==> src/rtl/sc_leak_monitor_if.sv <==
`default_nettype none
// ============================================================================
//  Module      : sc_leak_monitor_if
//  Description : Bundle of the signals between the two RSA copies and the
//                leak monitor.
//                master : the RSA side (drives start, assumptions, the two
//                         finish levels and decrypted messages; observes
//                         results)
//                slave  : the monitor (consumes the above, drives
//                         busy/done/cycles_*/delta/leak flags/timeout)
//  Revision    : 1.0  initial release
// ============================================================================
interface sc_leak_monitor_if #(
    parameter int WIDTH     = 8,
    parameter int CNT_WIDTH = 16
);
    logic                   KeyGenStart;
    logic                   assume_ok;
    logic                   finish_1;
    logic                   finish_2;
    logic [2*WIDTH-1:0]     m_decrypted_1;
    logic [2*WIDTH-1:0]     m_decrypted_2;

    logic                   busy;
    logic                   done;
    logic [CNT_WIDTH-1:0]   cycles_1;
    logic [CNT_WIDTH-1:0]   cycles_2;
    logic [CNT_WIDTH-1:0]   delta;
    logic                   leak_timing;
    logic                   leak_value;
    logic                   timeout;
    logic                   leak_sticky;

    modport master (
        output KeyGenStart, assume_ok, finish_1, finish_2,
               m_decrypted_1, m_decrypted_2,
        input  busy, done, cycles_1, cycles_2, delta,
               leak_timing, leak_value, timeout, leak_sticky
    );

    modport slave (
        input  KeyGenStart, assume_ok, finish_1, finish_2,
               m_decrypted_1, m_decrypted_2,
        output busy, done, cycles_1, cycles_2, delta,
               leak_timing, leak_value, timeout, leak_sticky
    );
endinterface
`default_nettype wire

==> src/rtl/sc_leak_monitor.sv <==
`default_nettype none
// ============================================================================
//  Module      : sc_leak_monitor
//  Description : Lockstep timing/value monitor for two self-composed RSA
//                copies. Counts cycles from a KeyGenStart rising edge to each
//                copy's first finish, latches the decrypted messages, and
//                reports timing / value mismatches once both copies have
//                finished or TIMEOUT RUN cycles have elapsed.
//  Ports       : clk   - clock
//                rst_n - synchronous active-low reset
//                bus   - sc_leak_monitor_if.slave (start, assumptions,
//                        finish levels, messages in; busy, done, cycle
//                        counts, delta, leak flags, timeout out)
//  Revision    : 1.0  initial release
// ============================================================================
module sc_leak_monitor #(
    parameter int WIDTH     = 8,
    parameter int CNT_WIDTH = 16,
    parameter int TIMEOUT   = 4096
) (
    input  wire logic           clk,
    input  wire logic           rst_n,
    sc_leak_monitor_if.slave    bus
);

    localparam logic [CNT_WIDTH-1:0] c_RC_MAX  = CNT_WIDTH'(TIMEOUT);
    localparam logic [CNT_WIDTH-1:0] c_RC_LAST = CNT_WIDTH'(TIMEOUT - 1);

    typedef enum logic [1:0] {
        ST_IDLE   = 2'd0,
        ST_RUN    = 2'd1,
        ST_REPORT = 2'd2
    } state_t;

    state_t                 r_state;
    logic                   r_kgs_q;
    logic [CNT_WIDTH-1:0]   r_rc;
    logic                   r_f1;
    logic                   r_f2;
    logic [2*WIDTH-1:0]     r_m1;
    logic [2*WIDTH-1:0]     r_m2;

    logic                   r_busy;
    logic                   r_done;
    logic [CNT_WIDTH-1:0]   r_cycles_1;
    logic [CNT_WIDTH-1:0]   r_cycles_2;
    logic [CNT_WIDTH-1:0]   r_delta;
    logic                   r_leak_timing;
    logic                   r_leak_value;
    logic                   r_timeout;
    logic                   r_leak_sticky;

    // "Next" view of the latches and captures, so a finish arriving in the
    // same cycle as the report decision is already included in the report.
    logic                   w_start_edge;
    logic                   w_cap_1;
    logic                   w_cap_2;
    logic                   w_f1_nxt;
    logic                   w_f2_nxt;
    logic                   w_both;
    logic [CNT_WIDTH-1:0]   w_c1_nxt;
    logic [CNT_WIDTH-1:0]   w_c2_nxt;
    logic [2*WIDTH-1:0]     w_m1_nxt;
    logic [2*WIDTH-1:0]     w_m2_nxt;
    logic [CNT_WIDTH-1:0]   w_delta;
    logic                   w_leak_timing;
    logic                   w_leak_value;

    assign w_start_edge  = bus.KeyGenStart & ~r_kgs_q;
    assign w_cap_1       = bus.finish_1 & ~r_f1;
    assign w_cap_2       = bus.finish_2 & ~r_f2;
    assign w_f1_nxt      = r_f1 | bus.finish_1;
    assign w_f2_nxt      = r_f2 | bus.finish_2;
    assign w_both        = w_f1_nxt & w_f2_nxt;
    assign w_c1_nxt      = w_cap_1 ? r_rc : r_cycles_1;
    assign w_c2_nxt      = w_cap_2 ? r_rc : r_cycles_2;
    assign w_m1_nxt      = w_cap_1 ? bus.m_decrypted_1 : r_m1;
    assign w_m2_nxt      = w_cap_2 ? bus.m_decrypted_2 : r_m2;
    assign w_delta       = (w_c1_nxt >= w_c2_nxt) ? (w_c1_nxt - w_c2_nxt)
                                                  : (w_c2_nxt - w_c1_nxt);
    assign w_leak_timing = (w_f1_nxt ^ w_f2_nxt) | (w_both & (w_c1_nxt != w_c2_nxt));
    assign w_leak_value  = w_both & (w_m1_nxt != w_m2_nxt);

    always_ff @(posedge clk) begin
        if (!rst_n) begin
            r_state       <= ST_IDLE;
            r_kgs_q       <= 1'b0;
            r_rc          <= '0;
            r_f1          <= 1'b0;
            r_f2          <= 1'b0;
            r_m1          <= '0;
            r_m2          <= '0;
            r_busy        <= 1'b0;
            r_done        <= 1'b0;
            r_cycles_1    <= '0;
            r_cycles_2    <= '0;
            r_delta       <= '0;
            r_leak_timing <= 1'b0;
            r_leak_value  <= 1'b0;
            r_timeout     <= 1'b0;
            r_leak_sticky <= 1'b0;
        end else begin
            r_kgs_q <= bus.KeyGenStart;
            r_done  <= 1'b0;
            case (r_state)
                ST_IDLE: begin
                    if (w_start_edge && bus.assume_ok) begin
                        r_state       <= ST_RUN;
                        r_busy        <= 1'b1;
                        r_rc          <= '0;
                        r_f1          <= 1'b0;
                        r_f2          <= 1'b0;
                        r_cycles_1    <= '0;
                        r_cycles_2    <= '0;
                        r_delta       <= '0;
                        r_leak_timing <= 1'b0;
                        r_leak_value  <= 1'b0;
                        r_timeout     <= 1'b0;
                    end
                end
                ST_RUN: begin
                    if (!bus.assume_ok) begin
                        // Invalid run: discard anything captured, no report.
                        r_state    <= ST_IDLE;
                        r_busy     <= 1'b0;
                        r_cycles_1 <= '0;
                        r_cycles_2 <= '0;
                    end else begin
                        if (w_cap_1) begin
                            r_f1       <= 1'b1;
                            r_cycles_1 <= r_rc;
                            r_m1       <= bus.m_decrypted_1;
                        end
                        if (w_cap_2) begin
                            r_f2       <= 1'b1;
                            r_cycles_2 <= r_rc;
                            r_m2       <= bus.m_decrypted_2;
                        end
                        if (r_rc != c_RC_MAX) begin
                            r_rc <= r_rc + 1'b1;
                        end
                        if (w_both || (r_rc == c_RC_LAST)) begin
                            r_state       <= ST_REPORT;
                            r_busy        <= 1'b0;
                            r_done        <= 1'b1;
                            r_timeout     <= ~w_both;
                            r_delta       <= w_delta;
                            r_leak_timing <= w_leak_timing;
                            r_leak_value  <= w_leak_value;
                            r_leak_sticky <= r_leak_sticky | w_leak_timing | w_leak_value;
                        end
                    end
                end
                ST_REPORT: begin
                    r_state <= ST_IDLE;
                end
                default: begin
                    r_state <= ST_IDLE;
                end
            endcase
        end
    end

    assign bus.busy        = r_busy;
    assign bus.done        = r_done;
    assign bus.cycles_1    = r_cycles_1;
    assign bus.cycles_2    = r_cycles_2;
    assign bus.delta       = r_delta;
    assign bus.leak_timing = r_leak_timing;
    assign bus.leak_value  = r_leak_value;
    assign bus.timeout     = r_timeout;
    assign bus.leak_sticky = r_leak_sticky;

endmodule
`default_nettype wire

==> src/flat_wrapper.sv <==
// flat-port wrapper written by rule: the top's interface ports become plain ports
module sc_leak_monitor_flat 
#(
    parameter int WIDTH     = 8,
    parameter int CNT_WIDTH = 16,
    parameter int TIMEOUT   = 4096
)
  (clk, rst_n, bus_KeyGenStart, bus_assume_ok, bus_finish_1, bus_finish_2, bus_m_decrypted_1, bus_m_decrypted_2, bus_busy, bus_done, bus_cycles_1, bus_cycles_2, bus_delta, bus_leak_timing, bus_leak_value, bus_timeout, bus_leak_sticky);
  sc_leak_monitor_if #(.WIDTH(WIDTH), .CNT_WIDTH(CNT_WIDTH)) bus_i ();
  input  wire logic clk;
  input  wire logic rst_n;
  input wire logic [$bits(bus_i.KeyGenStart)-1:0] bus_KeyGenStart;
  input wire logic [$bits(bus_i.assume_ok)-1:0] bus_assume_ok;
  input wire logic [$bits(bus_i.finish_1)-1:0] bus_finish_1;
  input wire logic [$bits(bus_i.finish_2)-1:0] bus_finish_2;
  input wire logic [$bits(bus_i.m_decrypted_1)-1:0] bus_m_decrypted_1;
  input wire logic [$bits(bus_i.m_decrypted_2)-1:0] bus_m_decrypted_2;
  output wire logic [$bits(bus_i.busy)-1:0] bus_busy;
  output wire logic [$bits(bus_i.done)-1:0] bus_done;
  output wire logic [$bits(bus_i.cycles_1)-1:0] bus_cycles_1;
  output wire logic [$bits(bus_i.cycles_2)-1:0] bus_cycles_2;
  output wire logic [$bits(bus_i.delta)-1:0] bus_delta;
  output wire logic [$bits(bus_i.leak_timing)-1:0] bus_leak_timing;
  output wire logic [$bits(bus_i.leak_value)-1:0] bus_leak_value;
  output wire logic [$bits(bus_i.timeout)-1:0] bus_timeout;
  output wire logic [$bits(bus_i.leak_sticky)-1:0] bus_leak_sticky;
  assign bus_i.KeyGenStart = bus_KeyGenStart;
  assign bus_i.assume_ok = bus_assume_ok;
  assign bus_i.finish_1 = bus_finish_1;
  assign bus_i.finish_2 = bus_finish_2;
  assign bus_i.m_decrypted_1 = bus_m_decrypted_1;
  assign bus_i.m_decrypted_2 = bus_m_decrypted_2;
  assign bus_busy = bus_i.busy;
  assign bus_done = bus_i.done;
  assign bus_cycles_1 = bus_i.cycles_1;
  assign bus_cycles_2 = bus_i.cycles_2;
  assign bus_delta = bus_i.delta;
  assign bus_leak_timing = bus_i.leak_timing;
  assign bus_leak_value = bus_i.leak_value;
  assign bus_timeout = bus_i.timeout;
  assign bus_leak_sticky = bus_i.leak_sticky;
  sc_leak_monitor #(.WIDTH(WIDTH), .CNT_WIDTH(CNT_WIDTH), .TIMEOUT(TIMEOUT)) u_core (.clk(clk), .rst_n(rst_n), .bus(bus_i));
endmodule
==> config.mk <==
export PLATFORM = sky130hd
export DESIGN_NAME = sc_leak_monitor_flat
export DESIGN_NICKNAME = d
export VERILOG_FILES = /design/src/rtl/sc_leak_monitor_if.sv /design/src/rtl/sc_leak_monitor.sv /design/src/flat_wrapper.sv
export SDC_FILE = /design/constraint.sdc
export NUM_CORES = 1
export LEC_CHECK = 0
export ABC_AREA = 0
export CORE_ASPECT_RATIO = 0.7
export CORE_MARGIN = 5
export CORE_UTILIZATION = 51
export DETAILED_ROUTE_END_ITERATION = 10
export GPL_TIMING_DRIVEN = 0
export PLACE_DENSITY = 0.72
export SLEW_MARGIN = 10
export SYNTH_ARGS = -nofsm -noshare
export SYNTH_HDL_FRONTEND = slang
export SYNTH_SLANG_ARGS = --single-unit
==> constraint.sdc <==
create_clock -name clk -period 5.42 [get_ports clk]
set_clock_uncertainty 0.15 [all_clocks]
set_input_delay 0.813 -clock clk [delete_from_list [all_inputs] [get_ports clk]]
set_output_delay 0.813 -clock clk [all_outputs]
set_load 0.005 [all_outputs]
# Yosys cells after proc, flatten, opt, wreduce, memory -nomap -nowiden
# Index checks and enable logic that the tools add are counted.
dict set report op_classes {
  addsub 3
  order_cmp 1
  n_eq_ne 12
  mux 41
  bitwise_logic 16
  reduce_logical 14
}
# cell count
set ops {}
lappend ops {{$mux W16} 12}
lappend ops {{$pmux W16 S2} 4}
lappend ops {{$ne A16 B16 Y1} 2}
lappend ops {{$sub A16 B16 Y16} 2}
lappend ops {{$add A16 B1 Y16 const B} 1}
lappend ops {{$eq A16 B12 Y1 const B} 1}
lappend ops {{$ge A16 B16 Y1} 1}
lappend ops {{$ne A16 B13 Y1 const B} 1}
lappend ops {{$reduce_and A4 Y1} 4}
lappend ops {{$mux W1} 15}
lappend ops {{$pmux W1 S2} 6}
lappend ops {{$ne A2 B1 Y1 const B} 5}
lappend ops {{$reduce_and A3 Y1} 3}
lappend ops {{$and A1 B1 Y1} 6}
lappend ops {{$mux W2} 3}
lappend ops {{$reduce_and A2 Y1} 3}
lappend ops {{$or A1 B1 Y1} 5}
lappend ops {{$not A1 Y1} 4}
lappend ops {{$pmux W2 S2} 1}
lappend ops {{$ne A3 B2 Y1 const B} 1}
lappend ops {{$eq A2 B1 Y1 const B} 1}
lappend ops {{$logic_not A2 Y1} 1}
lappend ops {{$ne A2 B2 Y1 const B} 1}
lappend ops {{$reduce_bool A2 Y1} 1}
lappend ops {{3 further kinds} 3}
dict set report word_totals {
  register_bits 107
  elab_cells 103
}

# Depth between registers and ports, before layout
dict set report logic_depth {
  ltp_word 9
  mapped_depth 17
  mapped_depth_nobuf 14
}

# Least setup slack after synthesis
# No wires, ideal clock.
dict set report synth_path {
  path_kind {input -> register}
  from {in bus_finish_1}
  to {reg u_core.r_delta[14], in the netlist u_core.bus.delta[14]}
  setup_time_ns 0.121
  arrival_time_ns 4.137
  required_ns 5.149
  setup_slack_ns 1.011
  path_stages 16
  n_path_buf 4
  cell_sequence {nand2b_1 clkbuf_1 clkbuf_1 mux2i_1 inv_1 ha_1 buf_2 nand4_1 or2_2 or4_4 o211a_2 buf_6 mux2i_1 o221ai_1 xnor2_1 o21ai_1}
}
dict set report synth_via {
  elab_chain_cells 7
}
# item line_no
set synth_lines {}
lappend synth_lines {{start, declared} flat_wrapper.sv:14} ;# input wire logic [$bits(bus_i.finish_1)-1:0] bus_finish_1;
lappend synth_lines {{$and A1 B1 Y1} sc_leak_monitor.sv:70} ;# assign w_cap_1 = bus.finish_1 & ~r_f1;
lappend synth_lines {{$mux W16} --}
lappend synth_lines {{$sub A16 B16 Y16, or another cell as far along} sc_leak_monitor.sv:80} ;# : (w_c2_nxt - w_c1_nxt);
lappend synth_lines {{$mux W16} sc_leak_monitor.sv:79} ;# assign w_delta = (w_c1_nxt >= w_c2_nxt) ? (w_c1_nxt - w_c2_nxt)
lappend synth_lines {{$mux W16} sc_leak_monitor.sv:142} ;# if (w_both || (r_rc == c_RC_LAST)) begin
lappend synth_lines {{$mux W16} sc_leak_monitor.sv:122} ;# if (!bus.assume_ok) begin
lappend synth_lines {{$pmux W16 S2} sc_leak_monitor.sv:105} ;# case (r_state)
lappend synth_lines {{end signal, assigned} sc_leak_monitor.sv:147} ;# r_delta <= w_delta;
lappend synth_lines {{end, declared} sc_leak_monitor.sv:47} ;# logic [CNT_WIDTH-1:0] r_delta;
# Parallel ways exist; a longest one is shown, timed or not. The select of a mux whose other input is x is not followed.
# A chain may end at the register's enable or synchronous reset.

# Worst setup path in the final report
dict set report layout_path {
  from {in bus_finish_2}
  to {reg u_core.r_delta[4], in the netlist u_core.bus.delta[4]}
}
dict set report layout_via {
  elab_chain_cells 7
}
# item line_no
set layout_lines {}
lappend layout_lines {{start, declared} flat_wrapper.sv:15} ;# input wire logic [$bits(bus_i.finish_2)-1:0] bus_finish_2;
lappend layout_lines {{$and A1 B1 Y1} sc_leak_monitor.sv:71} ;# assign w_cap_2 = bus.finish_2 & ~r_f2;
lappend layout_lines {{$mux W16} sc_leak_monitor.sv:76} ;# assign w_c2_nxt = w_cap_2 ? r_rc : r_cycles_2;
lappend layout_lines {{$sub A16 B16 Y16, or another cell as far along} sc_leak_monitor.sv:80}
lappend layout_lines {{$mux W16} sc_leak_monitor.sv:79}
lappend layout_lines {{$mux W16} sc_leak_monitor.sv:142}
lappend layout_lines {{$mux W16} sc_leak_monitor.sv:122}
lappend layout_lines {{$pmux W16 S2} sc_leak_monitor.sv:105}
# Parallel ways exist; a longest one is shown, timed or not. The select of a mux whose other input is x is not followed.

==> flow_metrics.tcl <==
set metrics [dict create \
    clock_sinks 107 \
    gp_congestion 0.9741 \
    grt_pass1_vias 5759 \
    area_growth_pct 21.65 \
    hold_slack_ns 0.2971 \
    drive_above_1_share 0.04828 \
    numCtsBuffers 9 \
    stdcell_area_mm2 0.007846 \
    die-area_mm2 0.01503 \
    core_area_mm2 0.01242 \
    setup_viol 0 \
    nNetsFinal 939 \
    ioPinCount 92 \
    avgRoutedWirePerCell_um 19.46 \
    clk_latency_ns 0.35 \
    leakagePower_uw 0.003237 \
    placement.cell_area_mm2 0.007564 \
    dp_hpwl_mm 15.91 \
    reg2reg_depth 15 \
    route.detailed.drc 0 \
    fin_crit_sh 0.9286 \
    regArea_mm2 0.002142 \
    arrival_ns 5.11 \
    peakVddDrop_v 0.0001435 \
    use_met1 0.4098 \
    finalCriticalPeriod_ns 5.033 \
    antenna_found_initial 0 \
    worst_slew_pin_slew_ns 0.7585 \
    grt_usage 0.2694 \
    initialDrtViolationCount 420 \
    relSlewSlack 0.4943 \
    outcome "completed" \
    required_ns 5.49 \
    cp-start-kind "input port" \
    hold_viol 0 \
    maxSlewViolCount 0 \
    top_usage_layer "met1" \
    start_util 0.5192 \
    worst_hold_path_type "reg -> reg" \
    grt_max_degree 20 \
    syn_area_mm2 0.006450 \
    synth_edf_count 0 \
    placementRows 34 \
    worstHoldPathCells 2 \
    drtPass1Iterations 5 \
    use_met2 0.3800 \
    diodes 0 \
    path_max_fanout 19 \
    cts_hold_buf 0 \
    syn_nets 839 \
    clock-root-buffer "clkbuf_16" \
    grt-ovfl-total 0 \
    tritoncts "built" \
    drv_cap 0 \
    pwr_density_cell_mw_per_mm2 214.4 \
    via_per_inst 5.729 \
    fillerInstances 1081 \
    via_count 5912 \
    multi_input_area_mm2 0.003905 \
    grt.met3_usage 0.07491 \
    ys_types 54 \
    grt_pass1_wl_mm 31.77 \
    yosysWarnings 0 \
    ant_nets 0 \
    ys_seq_area_frac 0.3321 \
    cts-htree-levels 3 \
    post-cts-setup-buffer-count 0 \
    fmax_mhz 198.7 \
    crit_type "in -> reg" \
    clkTransAtPathRegs_ns 0.08 \
    die_x_um 144.4 \
    ys.flop_type "dfxtp_1" \
    rsz0062_at_grt "no" \
    async_reset_ff_frac 0 \
    crit_path_end_kind "flip-flop" \
    wirelength_mm 20.08 \
    io_buffers 91 \
    avgSynthCellArea_um2 8.431 \
    die_y_um 104.1 \
    ys_ff_latch 107 \
    clk_path_buf_depth 2 \
    syn_inst 765 \
]
## repair_timing
action	4_1_cts	5_1_grt
pin swaps	0	0
endpoints found under the setup margin	7	11
cloned	0	0
resized for setup	1	1
## stage by stage
| stage | cells | total power [uW] | worst slack [ns] | setup TNS, ns | util |
|---|---|---|---|---|---|
| 6_report | 1032 | 1683 | 0.3872 | 0 | 0.6316 |
| 4_1_cts | 1034 | 1685 | 0.06567 | 0 | 0.6322 |
| 3_5_place_dp | 1018 | 1047 | -0.5331 | -5.401 | 0.6089 |
| 2_1_floorplan | 765 | 957.0 | 1.011 | 0 | - |
| 5_1_grt | 1032 | 1737 | 0.1478 | 0 | 0.6316 |
| 3_3_place_gp | 1018 | 1043 | -0.4823 | -4.694 | 0.6089 |
## cells in the final DEF, fill, tap and decap left out, types with 3 or more instances in the layout
| cell | n |
|---|---|
| o21ai_1 | 16 |
| a21boi_0 | 34 |
| o221ai_1 | 4 |
| nor2b_1 | 43 |
| nand4_1 | 13 |
| a211oi_1 | 4 |
| o21a_1 | 5 |
| inv_1 | 48 |
| dfxtp_1 | 107 |
| a22oi_1 | 36 |
| ha_1 | 34 |
| clkdlybuf4s50_1 | 91 |
| a21oi_1 | 33 |
| a21o_1 | 6 |
| clkbuf_16 | 9 |
| mux2i_1 | 70 |
| xor2_1 | 15 |
| buf_2 | 7 |
| o31a_1 | 3 |
| or2_2 | 6 |
| and3_1 | 4 |
| xnor2_1 | 31 |
| nand2_1 | 99 |
| and2_1 | 4 |
| clkbuf_1 | 30 |
| nand3_1 | 12 |
| o21ai_0 | 14 |
| nand2b_1 | 7 |
| nor2_1 | 30 |
| o21bai_1 | 8 |
| buf_4 | 3 |
| buf_6 | 3 |
## synthesized netlist by cell type (7+ instances only)
cell type | n | area (um2)
o21ai_1 | 16 | 80.08
xnor2_1 | 31 | 271.5
a22oi_1 | 36 | 270.3
nand3_1 | 12 | 60.06
a21oi_1 | 33 | 165.2
nor2_1 | 30 | 112.6
nand2_1 | 99 | 371.6
clkbuf_1 | 31 | 116.4
a21boi_0 | 34 | 255.2
o21ai_0 | 14 | 70.07
ha_1 | 34 | 425.4
inv_1 | 48 | 180.2
nand4_1 | 13 | 81.33
dfxtp_1 | 107 | 2142
xor2_1 | 15 | 131.4
nor2b_1 | 43 | 269.0
nand2b_1 | 7 | 43.79
mux2i_1 | 70 | 700.7
o21bai_1 | 8 | 60.06
buf_2 | 9 | 45.04
## report_power, final
part / internal, uW / switching [uW]
logic: 105 / 132
registers: 791 / 4.53
clock network: 323 / 326
total: 1220 / 463
## worst paths after layout
check / end / slack (ns) / from
setup / recovery: u_core.bus.delta[4] / 0.39 / bus_finish_2
hold / removal: u_core.bus.delta[9] / 0.30 / u_core.bus.delta[9]
setup reg to reg: u_core.bus.delta[4] / 1.07 / u_core.r_f2
hold reg to reg: u_core.bus.delta[9] / 0.30 / u_core.bus.delta[9]
## critical path, stage by stage
cell	delay, ns
clkdlybuf4s50_1	0.51
nor2b_1	0.29
buf_4	0.38
clkbuf_4	0.38
mux2i_1	0.14
ha_1	0.31
buf_2	0.22
nand4_1	0.16
or2_2	0.34
or4_4	0.50
o211a_2	0.20
buf_6	0.18
a211oi_1	0.21
a21oi_1	0.08
xnor2_1	0.28
o21ai_1	0.09
## registers in the layout (all words and copies together) (netlist names)
| register | cells |
|---|---|
| u_core.bus.delta | 16 |
| u_core.r_rc | 16 |
| u_core.r_f1 | 1 |
| u_core.bus.cycles_1 | 16 |
| u_core.r_m2 | 16 |
| u_core.r_kgs_q | 1 |
| u_core.bus.cycles_2 | 16 |
| u_core.bus.done | 1 |
| u_core.r_m1 | 16 |
| u_core.bus.leak_timing | 1 |
| u_core.bus.leak_value | 1 |
| u_core.r_f2 | 1 |
| u_core.bus.timeout | 1 |
| u_core.r_state | 2 |
| u_core.bus.leak_sticky | 1 |
| u_core.bus.busy | 1 |
## per-layer routing
metal | routed length, um | vias to the layer above | share of wire
met5 | 0 | - | 0
met4 | 222 | 0 | 0.011
met3 | 1904 | 28 | 0.095
met2 | 8326 | 232 | 0.41
met1 | 9631 | 2833 | 0.48
li1 | - | 2819 | -
## final cells by class
type | instances | area share
clock buffers | 10 | 0.02918
plain buffers | 45 | 0.02775
clock inverters | 6 | 0.007495
inverters | 48 | 0.02296
well taps | 162 | 0.02583
multi-input cells | 563 | 0.4977
repair buffers | 91 | 0.1161
flip-flops and latches | 107 | 0.2730
## cell families after synthesis
kind of cell	after synthesis	share of synthesized area
buffers and inverters	95	0.06246
and+or+nand+nor	235	0.1789
xor gates and xnor gates	46	0.06246
muxes	70	0.1086
DFF	107	0.3321
adders and majority gates	36	0.07216
AOI/OAI and AO/OA	176	0.1833
(Power assumes the default switching activity.)
